$ cat config.mk
export PLATFORM = sky130hd
export DESIGN_NAME = scan_decoder_flat
export DESIGN_NICKNAME = d
export VERILOG_FILES = /design/src/rtl/scan_decoder_pkg.sv /design/src/rtl/scan_decoder_if.sv /design/src/rtl/scan_decoder_onehot_dec.sv /design/src/rtl/scan_decoder.sv /design/src/flat_wrapper.sv
export SDC_FILE = /design/constraint.sdc
export NUM_CORES = 1
export LEC_CHECK = 0
export BUFFER_PORTS_ARGS = -buffer_cell sky130_fd_sc_hd__buf_2
export CAP_MARGIN = 20
export CELL_PAD_IN_SITES_DETAIL_PLACEMENT = 1
export CELL_PAD_IN_SITES_GLOBAL_PLACEMENT = 2
export CORE_ASPECT_RATIO = 1.1
export CORE_MARGIN = 5
export CORE_UTILIZATION = 30
export DETAILED_ROUTE_END_ITERATION = 16
export PLACE_DENSITY = 0.82
export SYNTH_ARGS = -nofsm -noshare
export SYNTH_HDL_FRONTEND = slang
export SYNTH_SLANG_ARGS = --single-unit
$ cat constraint.sdc
create_clock -name clk -period 2.2 [get_ports clk]
set_clock_uncertainty 0.1 [all_clocks]
set_input_delay 0.44 -clock clk [delete_from_list [all_inputs] [get_ports clk]]
set_output_delay 0.44 -clock clk [all_outputs]
set_load 0.005 [all_outputs]
$ cat src/rtl/scan_decoder_pkg.sv
// Shared types and helpers for the scan decoder and its one-hot sub-decoder.
package scan_decoder_pkg;

    localparam logic MODE_DIRECT = 1'b0;
    localparam logic MODE_SCAN   = 1'b1;

    // Widest select the helper supports; callers narrow the result to their own N.
    localparam int unsigned MAX_SEL_W = 8;
    localparam int unsigned MAX_N     = 2 ** MAX_SEL_W;

    typedef enum logic {
        ST_DIRECT = MODE_DIRECT,
        ST_SCAN   = MODE_SCAN
    } state_t;

    // Active-high one-hot of sel.
    function automatic logic [MAX_N-1:0] onehot(input logic [MAX_SEL_W-1:0] sel);
        logic [MAX_N-1:0] v;
        v      = '0;
        v[sel] = 1'b1;
        return v;
    endfunction

endpackage

$ cat src/rtl/scan_decoder_if.sv
// Enable, select and scan-control inputs plus decoded outputs of the scan decoder.
interface scan_decoder_if #(
    parameter int unsigned SEL_W   = 3,
    parameter int unsigned DWELL_W = 16
);
    localparam int unsigned N = 2 ** SEL_W;

    logic               g1;
    logic               g2a_n;
    logic               g2b_n;
    logic               mode;
    logic               addr_valid;
    logic [SEL_W-1:0]   addr;
    logic [DWELL_W-1:0] dwell;
    logic [N-1:0]       y;
    logic [SEL_W-1:0]   cur_sel;
    logic               wrap;

    modport master (
        output g1, g2a_n, g2b_n, mode, addr_valid, addr, dwell,
        input  y, cur_sel, wrap
    );

    modport slave (
        input  g1, g2a_n, g2b_n, mode, addr_valid, addr, dwell,
        output y, cur_sel, wrap
    );
endinterface

$ cat src/rtl/scan_decoder_onehot_dec.sv
// Combinational SEL_W -> 2**SEL_W decoder with enable and selectable output polarity.
module onehot_dec
    import scan_decoder_pkg::*;
#(
    parameter int unsigned SEL_W      = 3,
    parameter int unsigned ACTIVE_LOW = 1
) (
    input  logic [SEL_W-1:0]    i_sel,
    input  logic                i_en,
    output logic [2**SEL_W-1:0] o_y_c
);
    localparam int unsigned N = 2 ** SEL_W;

    logic [N-1:0] w_hot;

    // Decode, gate by enable, then apply output polarity.
    always_comb begin
        w_hot = '0;
        if (i_en) begin
            w_hot = N'(onehot(MAX_SEL_W'(i_sel)));
        end
        o_y_c = (ACTIVE_LOW != 0) ? ~w_hot : w_hot;
    end
endmodule

$ cat src/rtl/scan_decoder.sv
// Registered one-hot decoder with 74x138-style enables and a dwell-timed scan mode.
module scan_decoder
    import scan_decoder_pkg::*;
#(
    parameter int unsigned SEL_W      = 3,
    parameter int unsigned DWELL_W    = 16,
    parameter int unsigned ACTIVE_LOW = 1
) (
    input  logic          clk,
    input  logic          rst,
    scan_decoder_if.slave bus
);
    localparam int unsigned N = 2 ** SEL_W;
    localparam logic [N-1:0] Y_IDLE = {N{ACTIVE_LOW != 0}};

    state_t             r_state;
    state_t             w_state_nxt;
    logic [SEL_W-1:0]   r_cur_sel;
    logic [SEL_W-1:0]   w_cur_sel_nxt;
    logic [DWELL_W-1:0] r_dwell_cnt;
    logic [DWELL_W-1:0] w_dwell_cnt_nxt;
    logic               r_wrap;
    logic               w_wrap_nxt;
    logic [N-1:0]       r_y;
    logic [N-1:0]       w_y_nxt;
    logic               w_en;

    assign w_en = bus.g1 & ~bus.g2a_n & ~bus.g2b_n;

    // State register.
    always_ff @(posedge clk or posedge rst) begin
        if (rst) begin
            r_state <= ST_DIRECT;
        end else begin
            r_state <= w_state_nxt;
        end
    end

    // Next state simply follows the mode input every edge.
    always_comb begin
        w_state_nxt = ST_DIRECT;
        if (bus.mode == MODE_SCAN) begin
            w_state_nxt = ST_SCAN;
        end
    end

    // Next select, dwell counter and wrap; a state change only clears the counter.
    always_comb begin
        w_cur_sel_nxt   = r_cur_sel;
        w_dwell_cnt_nxt = r_dwell_cnt;
        w_wrap_nxt      = 1'b0;
        if (w_state_nxt != r_state) begin
            w_dwell_cnt_nxt = '0;
        end else begin
            case (r_state)
                ST_DIRECT: begin
                    w_dwell_cnt_nxt = '0;
                    if (bus.addr_valid && w_en) begin
                        w_cur_sel_nxt = bus.addr;
                    end
                end
                ST_SCAN: begin
                    if (w_en) begin
                        if (bus.addr_valid) begin
                            w_cur_sel_nxt   = bus.addr;
                            w_dwell_cnt_nxt = '0;
                        end else if (r_dwell_cnt >= bus.dwell) begin
                            w_cur_sel_nxt   = SEL_W'(r_cur_sel + 1'b1);
                            w_dwell_cnt_nxt = '0;
                            w_wrap_nxt      = (r_cur_sel == SEL_W'(N - 1));
                        end else begin
                            w_dwell_cnt_nxt = DWELL_W'(r_dwell_cnt + 1'b1);
                        end
                    end
                end
                default: begin
                    w_dwell_cnt_nxt = '0;
                end
            endcase
        end
    end

    // Decode of the upcoming select feeds the y register directly.
    onehot_dec #(
        .SEL_W      (SEL_W),
        .ACTIVE_LOW (ACTIVE_LOW)
    ) u_onehot_dec (
        .i_sel (w_cur_sel_nxt),
        .i_en  (w_en),
        .o_y_c (w_y_nxt)
    );

    // Output and datapath registers; y is rewritten every cycle.
    always_ff @(posedge clk or posedge rst) begin
        if (rst) begin
            r_y         <= Y_IDLE;
            r_cur_sel   <= '0;
            r_dwell_cnt <= '0;
            r_wrap      <= 1'b0;
        end else begin
            r_y         <= w_y_nxt;
            r_cur_sel   <= w_cur_sel_nxt;
            r_dwell_cnt <= w_dwell_cnt_nxt;
            r_wrap      <= w_wrap_nxt;
        end
    end

    assign bus.y       = r_y;
    assign bus.cur_sel = r_cur_sel;
    assign bus.wrap    = r_wrap;
endmodule
$ cat src/flat_wrapper.sv
// flat-port wrapper written by rule: the top's interface ports become plain ports
module scan_decoder_flat import scan_decoder_pkg::*;
#(
    parameter int unsigned SEL_W      = 3,
    parameter int unsigned DWELL_W    = 16,
    parameter int unsigned ACTIVE_LOW = 1
)
  (clk, rst, bus_g1, bus_g2a_n, bus_g2b_n, bus_mode, bus_addr_valid, bus_addr, bus_dwell, bus_y, bus_cur_sel, bus_wrap);
  scan_decoder_if #(.SEL_W(SEL_W), .DWELL_W(DWELL_W)) bus_i ();
  input  logic clk;
  input  logic rst;
  input wire logic [$bits(bus_i.g1)-1:0] bus_g1;
  input wire logic [$bits(bus_i.g2a_n)-1:0] bus_g2a_n;
  input wire logic [$bits(bus_i.g2b_n)-1:0] bus_g2b_n;
  input wire logic [$bits(bus_i.mode)-1:0] bus_mode;
  input wire logic [$bits(bus_i.addr_valid)-1:0] bus_addr_valid;
  input wire logic [$bits(bus_i.addr)-1:0] bus_addr;
  input wire logic [$bits(bus_i.dwell)-1:0] bus_dwell;
  output wire logic [$bits(bus_i.y)-1:0] bus_y;
  output wire logic [$bits(bus_i.cur_sel)-1:0] bus_cur_sel;
  output wire logic [$bits(bus_i.wrap)-1:0] bus_wrap;
  assign bus_i.g1 = bus_g1;
  assign bus_i.g2a_n = bus_g2a_n;
  assign bus_i.g2b_n = bus_g2b_n;
  assign bus_i.mode = bus_mode;
  assign bus_i.addr_valid = bus_addr_valid;
  assign bus_i.addr = bus_addr;
  assign bus_i.dwell = bus_dwell;
  assign bus_y = bus_i.y;
  assign bus_cur_sel = bus_i.cur_sel;
  assign bus_wrap = bus_i.wrap;
  scan_decoder #(.SEL_W(SEL_W), .DWELL_W(DWELL_W), .ACTIVE_LOW(ACTIVE_LOW)) u_core (.clk(clk), .rst(rst), .bus(bus_i));
endmodule
==> flow_metrics.py, run 1 <==
metrics = {
    "synthesis": {
        "synthTopCellsByArea": "dfrtp_1 27%, ha_1 12%, dfstp_2 11%",
        "syn-num-nets": 258,
        "ys.flop_type": "dfrtp_1",
        "synthesis.area_um2": 1959,
        "avgSynthCellArea_um2": 9.199,
        "synthTopCellsByCount": "22 x inv_1, 21 x dfrtp_1, 20 x nand2_1, 19 x ha_1, 19 x nor2_1",
        "synth_largest_area_cell": "dfrtp_1",
        "synthCells": 213,
        "ys_types": 50,
        "seq_area_frac_synth_pct": 37.55,
        "async_flop_share_pct": 100.0,
        "yosysMostFrequentCell": "inv_1",
        "synth_top_area_share_pct": 26.82,
        "ys_seq_elements": 29,
        "ys_warn_count": 0,
        "synth_edf_count": 0,
    },
    "floorplan": {
        "rows": 31,
        "fp.dieH_um": 94.76,
        "dieArea_um2": 8249,
        "core_area_um2": 6477,
        "io_pins": 38,
        "dieWidth_um": 87.06,
        "initial_utilization_pct": 30.25,
    },
    "timing": {
        "maxSlewViolCount": 0,
        "worst_slew_pin_slew_ns": 0.4058,
        "setup_violations": 27,
        "tns_ns": -5.400,
        "hold_ws_ns": 0.1128,
        "worst_slack_ns": -0.2755,
        "relSlewSlack_pct": 72.85,
        "finalCritPeriodShare_pct": 112.5,
        "period_needed_ns": 2.475,
        "fmaxAchievable_mhz": 404.0,
        "hold_violations": 0,
        "grt_setup_unrepaired": "yes",
    },
    "worst_setup_path": {
        "cp.required_ns": 2.29,
        "cp-end-kind": "register",
        "critPathMaxFanout": 5,
        "startpoint_type": "register",
        "reg2reg_to": "u_core.bus.y[0]",
        "r2r-start": "u_core.r_dwell_cnt[11]",
        "ff2ff_setup_slack_ns": -0.28,
        "rr_worst_depth": 7,
        "crit_type": "register to register",
        "critPathArrivalTime_ns": 2.57,
    },
    "route": {
        "route.met3.wl_um": 202,
        "wl_met1_um": 2604,
        "vias": 1904,
        "antenna_left": 0,
        "wl_met2_um": 3420,
        "top_layer": "met4",
        "dr.pass1.iters": 3,
        "drt-total-wl_um": 6271,
        "routedWlPerCell_um": 16.50,
        "drc_errors": 0,
        "drt_iter0_drc": 61,
        "detail_route.vias_per_cell": 5.011,
    },
    "cts": {
        "clk-insertion-delay-late_ns": 0.28,
        "cts_root_buf": "clkbuf_8",
        "htree_levels": 2,
        "clock_sinks": 29,
        "path_clk_slew_ns": 0.07,
        "clock_path_buffers": 2,
        "cts_buffers": 5,
        "cts_tree": "done",
    },
    "grt": {
        "grt_max_degree": 30,
        "grt_pass1_vias": 2198,
        "grt_pass1_wl_um": 10430,
        "grt-ovfl-total": 0,
        "antenna_found_initial": 0,
        "grt_use_total_pct": 16.24,
    },
    "layout": {
        "multi_input_area_um2": 1449,
        "layout.nets": 342,
        "area_growth_pct": 57.66,
        "fillCellCount": 744,
        "drive_gt1_share_pct": 52.35,
        "finalInstanceArea_um2": 3089,
        "antenna_cells": 0,
        "regArea_um2": 735.7,
    },
    "placement": {
        "place_ws_ns": -0.4841,
        "placed_cell_area_um2": 2530,
        "hpwl_um": 4440,
        "place.port_buffers": 37,
        "gp_congestion": 0.8066,
    },
    "worst_hold_path": {
        "min_path_type": "input port to async pin",
    },
    "power_and_ir_drop": {
        "p_leak_nw": 1.347,
        "peakVddDrop_v": 0.0001975,
        "p_per_area_nw_per_um2": 460.4,
    },
    "run_status": {
        "violations": "setup timing",
        "run_status": "complete, but fails checks",
    },
    "flow_run": {
        "max_cap_violations": 0,
    },
}
layer usage:
layer  vias up  GRT usage [%]
met1       940          18.53
met2        37          30.38
met3         7          3.316
met4         0          4.156
met5         -              0
li1        920              -
metrics by stage:
stage	utilization, %	power (mW)	std cells
3_5_place_dp	39.06	0.7998	356
4_1_cts	44.52	1.417	372
6_report	47.69	1.422	380
5_1_grt	47.69	1.494	380
3_3_place_gp	39.06	0.7880	356
2_1_floorplan	-	0.7032	213
state kept, by name (all words and copies together), names as in the netlist:
register and flops:
u_core.bus.cur_sel 3, u_core.r_dwell_cnt 16, u_core.bus.y 8, u_core.bus.wrap 1
u_core.r_state 1
timing repair:
item | 4_1_cts | 5_1_grt
pin swaps | 25 | 13
buffers inserted | 8 | 9
endpoints found under the setup margin | 28 | 28
resized for setup | 38 | 18
endpoints found under the hold margin | 0 | 0
hold buffers | 0 | 0
cloned | 1 | 0
how the worst max path moves through the flow:
stage	startpoint	to	slack (ns)
2_1_floorplan	u_core.r_dwell_cnt[0]	u_core.bus.y[4]	-0.10
3_3_place_gp	bus_dwell[0]	u_core.bus.y[4]	-0.42
3_5_place_dp	bus_dwell[13]	u_core.bus.y[0]	-0.48
4_1_cts	u_core.r_dwell_cnt[7]	u_core.bus.y[2]	-0.25
5_1_grt	u_core.r_dwell_cnt[12]	u_core.bus.y[7]	-0.36
6_report	u_core.r_dwell_cnt[11]	u_core.bus.y[0]	-0.28
area by class of cell:
type                            count  area share, %
Clock buffer                        5          2.228
Clock inverter                      3          1.499
Inverter                           24          3.483
Multi-Input combinational cell    155          46.90
Sequential cell                    29          23.82
Tap cell                           82          3.321
Timing Repair Buffer               82          18.75
placed cells by master (no fill, tap or decap), types with 3 or more instances in the layout:
master	instances
inv_2	4
ha_4	10
and4_4	3
buf_2	37
clkbuf_8	5
nand3_1	7
xor2_1	6
nand2b_1	3
dfrtp_1	21
buf_4	40
a31oi_1	3
o21ai_0	3
nand2_1	20
o31ai_1	4
nor2_1	10
inv_1	17
a21oi_1	5
and3_1	4
nand3_2	6
nor2_4	7
dfstp_2	8
ha_1	9
xnor2_1	4
nand4_1	4
cell families (layout without fill, tap and decap cells):
logic type | after synthesis | count (layout) | synth area share, %
AOI/OAI and AO/OA | 41 | 41 | 17.18
DFF | 29 | 29 | 37.55
adders and majority gates | 19 | 19 | 12.13
and+or+nand+nor | 85 | 85 | 22.67
buffers and inverters | 29 | 114 | 6.002
xor gates and xnor gates | 10 | 10 | 4.470
worst max-delay path: stages (launching register included):
cell and delay (ns):
dfrtp_1 0.43, ha_4 0.30, and4_4 0.23, o311ai_4 0.08, o31a_1 0.39, a311o_2 0.48, a31oi_4 0.24, nand3_1 0.13
power by group:
group / switching [mW] / internal, mW
Sequential: 0.0201 / 0.547
Combinational: 0.153 / 0.130
Clock: 0.234 / 0.339
Total: 0.406 / 1.02
Power figures use the tool's default switching activity.
==> run 2, diff against run 1 <==
--- a/config.mk
+++ b/config.mk
@@ -16,4 +16,5 @@
 export PLACE_DENSITY = 0.82
 export SYNTH_ARGS = -nofsm -noshare
 export SYNTH_HDL_FRONTEND = slang
+export SYNTH_HIERARCHICAL = 1
 export SYNTH_SLANG_ARGS = --single-unit
==> flow_metrics.py, run 2 <==
metrics = {
    "route": {
        "drt-total-wl_um": 4870,
        "antenna_left": 0,
        "dr.pass1.iters": 4,
        "drc_errors": 0,
        "vias": 1620,
        "drt_iter0_drc": 32,
        "routedWlPerCell_um": 14.20,
        "detail_route.vias_per_cell": 4.723,
    },
    "power_and_ir_drop": {
        "p_per_area_nw_per_um2": 513.1,
        "clkPwrFrac_pct": 33.2,
        "p_sw_uw": 367.3,
        "pwr-share-comb_pct": 23.3,
        "p_int_uw": 975.0,
        "power.switching_fraction_pct": 27.36,
        "p_leak_nw": 1.272,
        "peakVddDrop_v": 0.0004623,
        "fin_total_pwr_mw": 1.342,
        "seqPwrFrac_pct": 43.6,
    },
    "synthesis": {
        "synthCells": 183,
        "synth_edf_count": 0,
        "ys_types": 38,
        "synthesis.area_um2": 1794,
        "avgSynthCellArea_um2": 9.804,
        "async_flop_share_pct": 100.0,
        "synthTopCellsByCount": "21 x dfrtp_1, 20 x inv_1, 19 x ha_1, 16 x nor2_1, 15 x nand2_1",
        "ys_warn_count": 6,
        "seq_area_frac_synth_pct": 41.00,
        "synth_largest_area_cell": "dfrtp_1",
        "ys_seq_elements": 29,
        "yosysMostFrequentCell": "dfrtp_1",
        "synth_top_area_share_pct": 29.29,
        "ys.flop_type": "dfrtp_1",
        "synthTopCellsByArea": "dfrtp_1 29%, ha_1 13%, dfstp_2 12%",
        "syn-num-nets": 228,
    },
    "timing": {
        "worst_slack_ns": -0.3301,
        "worst_slew_pin_slew_ns": 0.3776,
        "relSlewSlack_pct": 74.82,
        "tns_ns": -3.102,
        "maxSlewViolCount": 0,
        "setup_violations": 21,
        "finalCritPeriodShare_pct": 115.0,
        "grt_setup_unrepaired": "yes",
        "period_needed_ns": 2.530,
        "hold_violations": 0,
        "fmaxAchievable_mhz": 395.2,
    },
    "flow_run": {
        "max_cap_violations": 0,
    },
    "cts": {
        "cts_tree": "done",
        "cts_hold_buffers": 0,
        "clock_sinks": 29,
        "cts_root_buf": "clkbuf_8",
        "htree_levels": 2,
        "clk-insertion-delay-late_ns": 0.28,
        "clock_path_buffers": 2,
        "cts_buffers": 5,
        "path_clk_slew_ns": 0.06,
    },
    "layout": {
        "final_cell_mix": "37 x buf_2, 36 x buf_4, 21 x dfrtp_1",
        "drive_gt1_share_pct": 43.23,
        "layout.nets": 310,
        "antenna_cells": 0,
        "fillCellCount": 690,
        "fin_cells": 343,
        "top_register": "u_core/r_dwell_cnt",
        "area_growth_pct": 45.82,
        "final_core_util_pct": 45.06,
        "finalInstanceArea_um2": 2616,
        "largest_reg_flops": 16,
        "mostFrequentLayoutCell": "buf_2",
    },
    "worst_setup_path": {
        "ff2ff_setup_slack_ns": -0.33,
        "crit_type": "register to register",
        "crit_end": "u_core/bus.y[0]",
        "rr_worst_depth": 8,
        "cp.required_ns": 2.29,
        "startpoint": "u_core/r_dwell_cnt[13]",
        "cp-end-kind": "register",
        "critPathMaxFanout": 4,
        "critPathArrivalTime_ns": 2.62,
        "reg2reg_to": "u_core/bus.y[0]",
        "startpoint_type": "register",
        "r2r-start": "u_core/r_dwell_cnt[13]",
    },
    "run_status": {
        "run_status": "complete, but fails checks",
        "violations": "setup timing",
    },
    "grt": {
        "antenna_found_initial": 0,
        "grt_pass1_wl_um": 8300,
        "grt-ovfl-total": 0,
        "grt_use_total_pct": 13.35,
        "grt_max_degree": 30,
        "grt_pass1_vias": 1797,
    },
    "floorplan": {
        "dieWidth_um": 83.74,
        "core_area_um2": 5806,
        "dieArea_um2": 7629,
        "fp.dieH_um": 91.11,
        "rows": 29,
        "io_pins": 38,
        "initial_utilization_pct": 30.91,
    },
    "placement": {
        "placed_cell_area_um2": 2407,
        "gp_congestion": 0.8831,
        "placed_cells": 330,
        "place.port_buffers": 37,
        "hpwl_um": 3820,
    },
    "worst_hold_path": {
        "min_path_type": "input port to async pin",
    },
}
-- run 2: worst max-delay path, stage by stage (launching register included) --
cell and delay (ns):
dfrtp_1 0.42, ha_4 0.28, and4_4 0.25, o2111ai_2 0.11
o32a_4 0.39, nand3_4 0.09, mux2i_1 0.22, o21ai_2 0.08
or4b_1 0.51
-- run 2: final cells by class --
cell class | instances | area, um2 | share of cell area, %
Sequential cell | 29 | 735.7 | 28.12
Timing Repair Buffer | 76 | 489.2 | 18.70
Clock buffer | 8 | 90.09 | 3.443
Inverter | 20 | 87.58 | 3.348
Tap cell | 77 | 96.34 | 3.682
Multi-Input combinational cell | 133 | 1117 | 42.71
-- run 2: kinds of logic after synthesis --
| kind of cell | count (synthesis) | synth area share, % |
|---|---|---|
| multiplexers | 1 | 0.5579 |
| XOR/XNOR | 14 | 6.834 |
| buffers and inverters | 21 | 4.812 |
| AO/OA/AOI/OAI | 28 | 10.95 |
| AND/OR/NAND/NOR | 71 | 22.60 |
| flip-flops | 29 | 41.00 |
| adder cells (fa/ha/maj) | 19 | 13.25 |
-- run 2: how the worst min path moves through the flow --
| stage | depth (start not counted) | startpoint | end | slack (ns) |
|---|---|---|---|---|
| 3_5_place_dp | 3 | rst | u_core/r_dwell_cnt[10] | 0.45 |
| 2_1_floorplan | 0 | bus_mode | u_core/r_state | 0.37 |
| 6_report | 3 | rst | u_core/r_dwell_cnt[10] | 0.12 |
| 3_3_place_gp | 3 | rst | u_core/r_dwell_cnt[10] | 0.43 |
| 5_1_grt | 3 | rst | u_core/r_dwell_cnt[10] | 0.16 |
| 4_1_cts | 3 | rst | u_core/r_dwell_cnt[10] | 0.14 |
-- run 2: through the flow --
step	hold WS (ns)	worst slack, ns
after floorplan	0.3714	-0.3165
after detailed placement	0.4462	-0.5531
after global placement	0.4292	-0.5052
after CTS	0.1441	-0.2975
final	0.1221	-0.3301
after global routing	0.1611	-0.4010
-- run 2: power groups by stage --
stage                     Clock (mW)  Sequential [mW]  Combinational, mW
after floorplan                    0            0.589              0.148
after global placement             0            0.593              0.268
after detailed placement           0            0.593              0.274
after CTS                      0.465            0.585              0.301
after global routing           0.488            0.587              0.345
final                          0.445            0.585              0.313
-- run 2: repair_timing --
action,CTS,global route
gates resized for setup,11,8
pin swaps,5,9
buffers inserted,3,2
endpoints found under the setup margin,19,26
-- run 2: metal layers --
metal	track usage (%)	vias to the layer above	part of all wire [%]
li1	-	813	-
met1	14.85	784	43
met2	24.93	18	53
met3	2.715	5	2.4
met4	4.826	0	1.3
met5	0	-	0
==> run 3, diff against run 2 <==
--- a/config.mk
+++ b/config.mk
@@ -9,11 +9,12 @@
 export CAP_MARGIN = 20
 export CELL_PAD_IN_SITES_DETAIL_PLACEMENT = 1
 export CELL_PAD_IN_SITES_GLOBAL_PLACEMENT = 2
-export CORE_ASPECT_RATIO = 1.1
+export CORE_ASPECT_RATIO = 1.5
 export CORE_MARGIN = 5
-export CORE_UTILIZATION = 30
+export CORE_UTILIZATION = 31
+export CTS_BUF_LIST = sky130_fd_sc_hd__clkbuf_8
 export DETAILED_ROUTE_END_ITERATION = 16
-export PLACE_DENSITY = 0.82
+export PLACE_DENSITY = 0.8
 export SYNTH_ARGS = -nofsm -noshare
 export SYNTH_HDL_FRONTEND = slang
 export SYNTH_HIERARCHICAL = 1
==> flow_metrics.py, run 3 (same netlist as run 2, synthesis figures left out) <==
metrics = {
    "run_status": {
        "run_status": "complete, but fails checks",
        "violations": "setup timing",
    },
    "timing": {
        "setup_violations": 23,
        "fmaxAchievable_mhz": 392.5,
        "hold_violations": 0,
        "period_needed_ns": 2.548,
        "worst_slack_ns": -0.3480,
        "grt_setup_unrepaired": "yes",
        "hold_ws_ns": 0.1202,
        "worst_slew_pin_slew_ns": 0.3848,
        "maxSlewViolCount": 0,
        "finalCritPeriodShare_pct": 115.8,
        "relSlewSlack_pct": 74.35,
    },
    "worst_setup_path": {
        "cp.required_ns": 2.29,
        "critical_path.cell_chain": "ha_4, and4_4, o2111ai_2, o32a_4, nand3_4, mux2i_2, o21ai_2, or4b_1",
        "slowest_delay_ns": 0.51,
        "crit_type": "register to register",
        "critPathMaxFanout": 4,
        "startpoint_type": "register",
        "r2r-start": "u_core/r_dwell_cnt[15]",
        "cp-end-kind": "register",
        "startpoint": "u_core/r_dwell_cnt[15]",
        "crit_family": "simple AND/OR/NAND/NOR gates",
        "path_buf_inv": 0,
        "critPathArrivalTime_ns": 2.64,
        "cp_slowest_cell": "or4b_1",
    },
    "layout": {
        "fillCellCount": 682,
        "antenna_cells": 0,
        "largest_reg_flops": 16,
        "drive_gt1_share_pct": 44.94,
        "final_core_util_pct": 46.62,
        "layout.nets": 311,
        "final_cell_mix": "37 x buf_2, 37 x buf_4, 21 x dfrtp_1",
        "regArea_um2": 735.7,
        "top_register": "u_core/r_dwell_cnt",
        "area_growth_pct": 48.12,
        "fin_cells": 339,
        "multi_input_area_um2": 1121,
        "finalInstanceArea_um2": 2658,
    },
    "power_and_ir_drop": {
        "clkPwrFrac_pct": 35.6,
        "p_per_area_nw_per_um2": 522.1,
        "power.switching_fraction_pct": 28.11,
        "peakVddDrop_v": 0.0003831,
        "seqPwrFrac_pct": 42.3,
        "p_int_uw": 997.6,
        "p_leak_nw": 1.298,
        "p_sw_uw": 390.0,
        "pwr-share-comb_pct": 22.2,
    },
    "placement": {
        "hpwl_um": 3875,
        "place.port_buffers": 37,
        "placed_cells": 326,
        "gp_congestion": 0.7961,
        "placed_cell_area_um2": 2421,
    },
    "grt": {
        "busiest_layer": "met2",
        "grt_use_total_pct": 14.47,
        "grt_max_degree": 30,
        "grt-ovfl-total": 0,
        "grt_pass1_vias": 1812,
        "use_met2_pct": 27.86,
        "grt_use_met3_pct": 3.772,
        "grt_pass1_wl_um": 8259,
        "antenna_found_initial": 0,
        "use_met1_pct": 14.75,
    },
    "floorplan": {
        "dieArea_um2": 7440,
        "fp.dieH_um": 103.2,
        "dieWidth_um": 72.12,
        "io_pins": 38,
        "initial_utilization_pct": 31.47,
        "rows": 34,
        "core_area_um2": 5700,
    },
    "cts": {
        "cts_buffers": 5,
        "htree_levels": 2,
        "cts_hold_buffers": 0,
        "clk-insertion-delay-late_ns": 0.28,
        "cts_tree": "done",
        "clock_path_buffers": 2,
        "path_clk_slew_ns": 0.07,
        "clock_sinks": 29,
        "cts_root_buf": "clkbuf_8",
    },
    "route": {
        "detail_route.vias_per_cell": 4.994,
        "vias": 1693,
        "antenna_left": 0,
        "drt_iter0_drc": 36,
        "drc_errors": 0,
        "drt-total-wl_um": 4999,
        "routedWlPerCell_um": 14.75,
        "dr.pass1.iters": 4,
    },
    "worst_hold_path": {
        "min_path_type": "input port to async pin",
    },
    "flow_run": {
        "max_cap_violations": 0,
    },
}
[run 3: cell types whose count changed in the layout (fill, tap and decap cells not counted), moves of 2 or more]
cell	previous run	this run
buf_6	3	1
clkbuf_1	2	0
o21ai_0	2	6
o21ai_1	3	0
[run 3: cell type report]
| class | count | share of cell area [%] |
|---|---|---|
| multi-input cells | 133 | 42.18 |
| flip-flops and latches | 29 | 27.68 |
| repair buffers | 77 | 19.63 |
| clock buffers | 7 | 3.625 |
| well taps | 72 | 3.390 |
| inverters | 20 | 3.296 |
| clock inverters | 1 | 0.1883 |
[run 3: power groups by stage]
stage          sequential (mW)  clock, mW  combinational [mW]
6_report                 0.587      0.494               0.307
5_1_grt                  0.590      0.541               0.340
4_1_cts                  0.586      0.515               0.303
3_5_place_dp             0.592          0               0.279
3_3_place_gp             0.593          0               0.275
2_1_floorplan            0.589          0               0.148
[run 3: repair_timing]
action | CTS | global route
setup buffers | 3 | 3
pin swaps | 9 | 2
resized for setup | 11 | 6
setup endpoints to repair | 22 | 27
cloned | 1 | 0
[run 3: worst paths after layout]
check                                        endpoint  depth (start not counted)  slack, ns
worst max register to register        u_core/bus.y[0]                          8      -0.35
min in group clk                       u_core/r_state                          1       0.22
max in group asynchronous             u_core/bus.y[0]                          3       1.56
worst max-delay path                  u_core/bus.y[0]                          8      -0.35
worst min register to register  u_core/r_dwell_cnt[1]                          3       0.52
worst min-delay path            u_core/r_dwell_cnt[3]                          3       0.12
[run 3: routing by layer]
metal / wire (um) / vias up / share of wire (%)
li1: - / 818 / -
met4: 83 / 0 / 1.7
met3: 284 / 8 / 5.7
met5: 0 / - / 0
met1: 1872 / 830 / 37
met2: 2758 / 37 / 55
[run 3: tightest hold or removal path, stage by stage]
cell and delay [ns]:
buf_2 0.10, inv_1 0.04, buf_4 0.34
[run 3: per-stage QoR]
| step | setup TNS, ns | total power [mW] | worst slack [ns] |
|---|---|---|---|
| after floorplan | -0.6266 | 0.7374 | -0.3165 |
| after global placement | -6.385 | 0.8676 | -0.4883 |
| after detailed placement | -7.401 | 0.8707 | -0.5424 |
| after CTS | -2.356 | 1.403 | -0.3521 |
| after global routing | -4.372 | 1.470 | -0.4130 |
| final | -2.445 | 1.388 | -0.3480 |
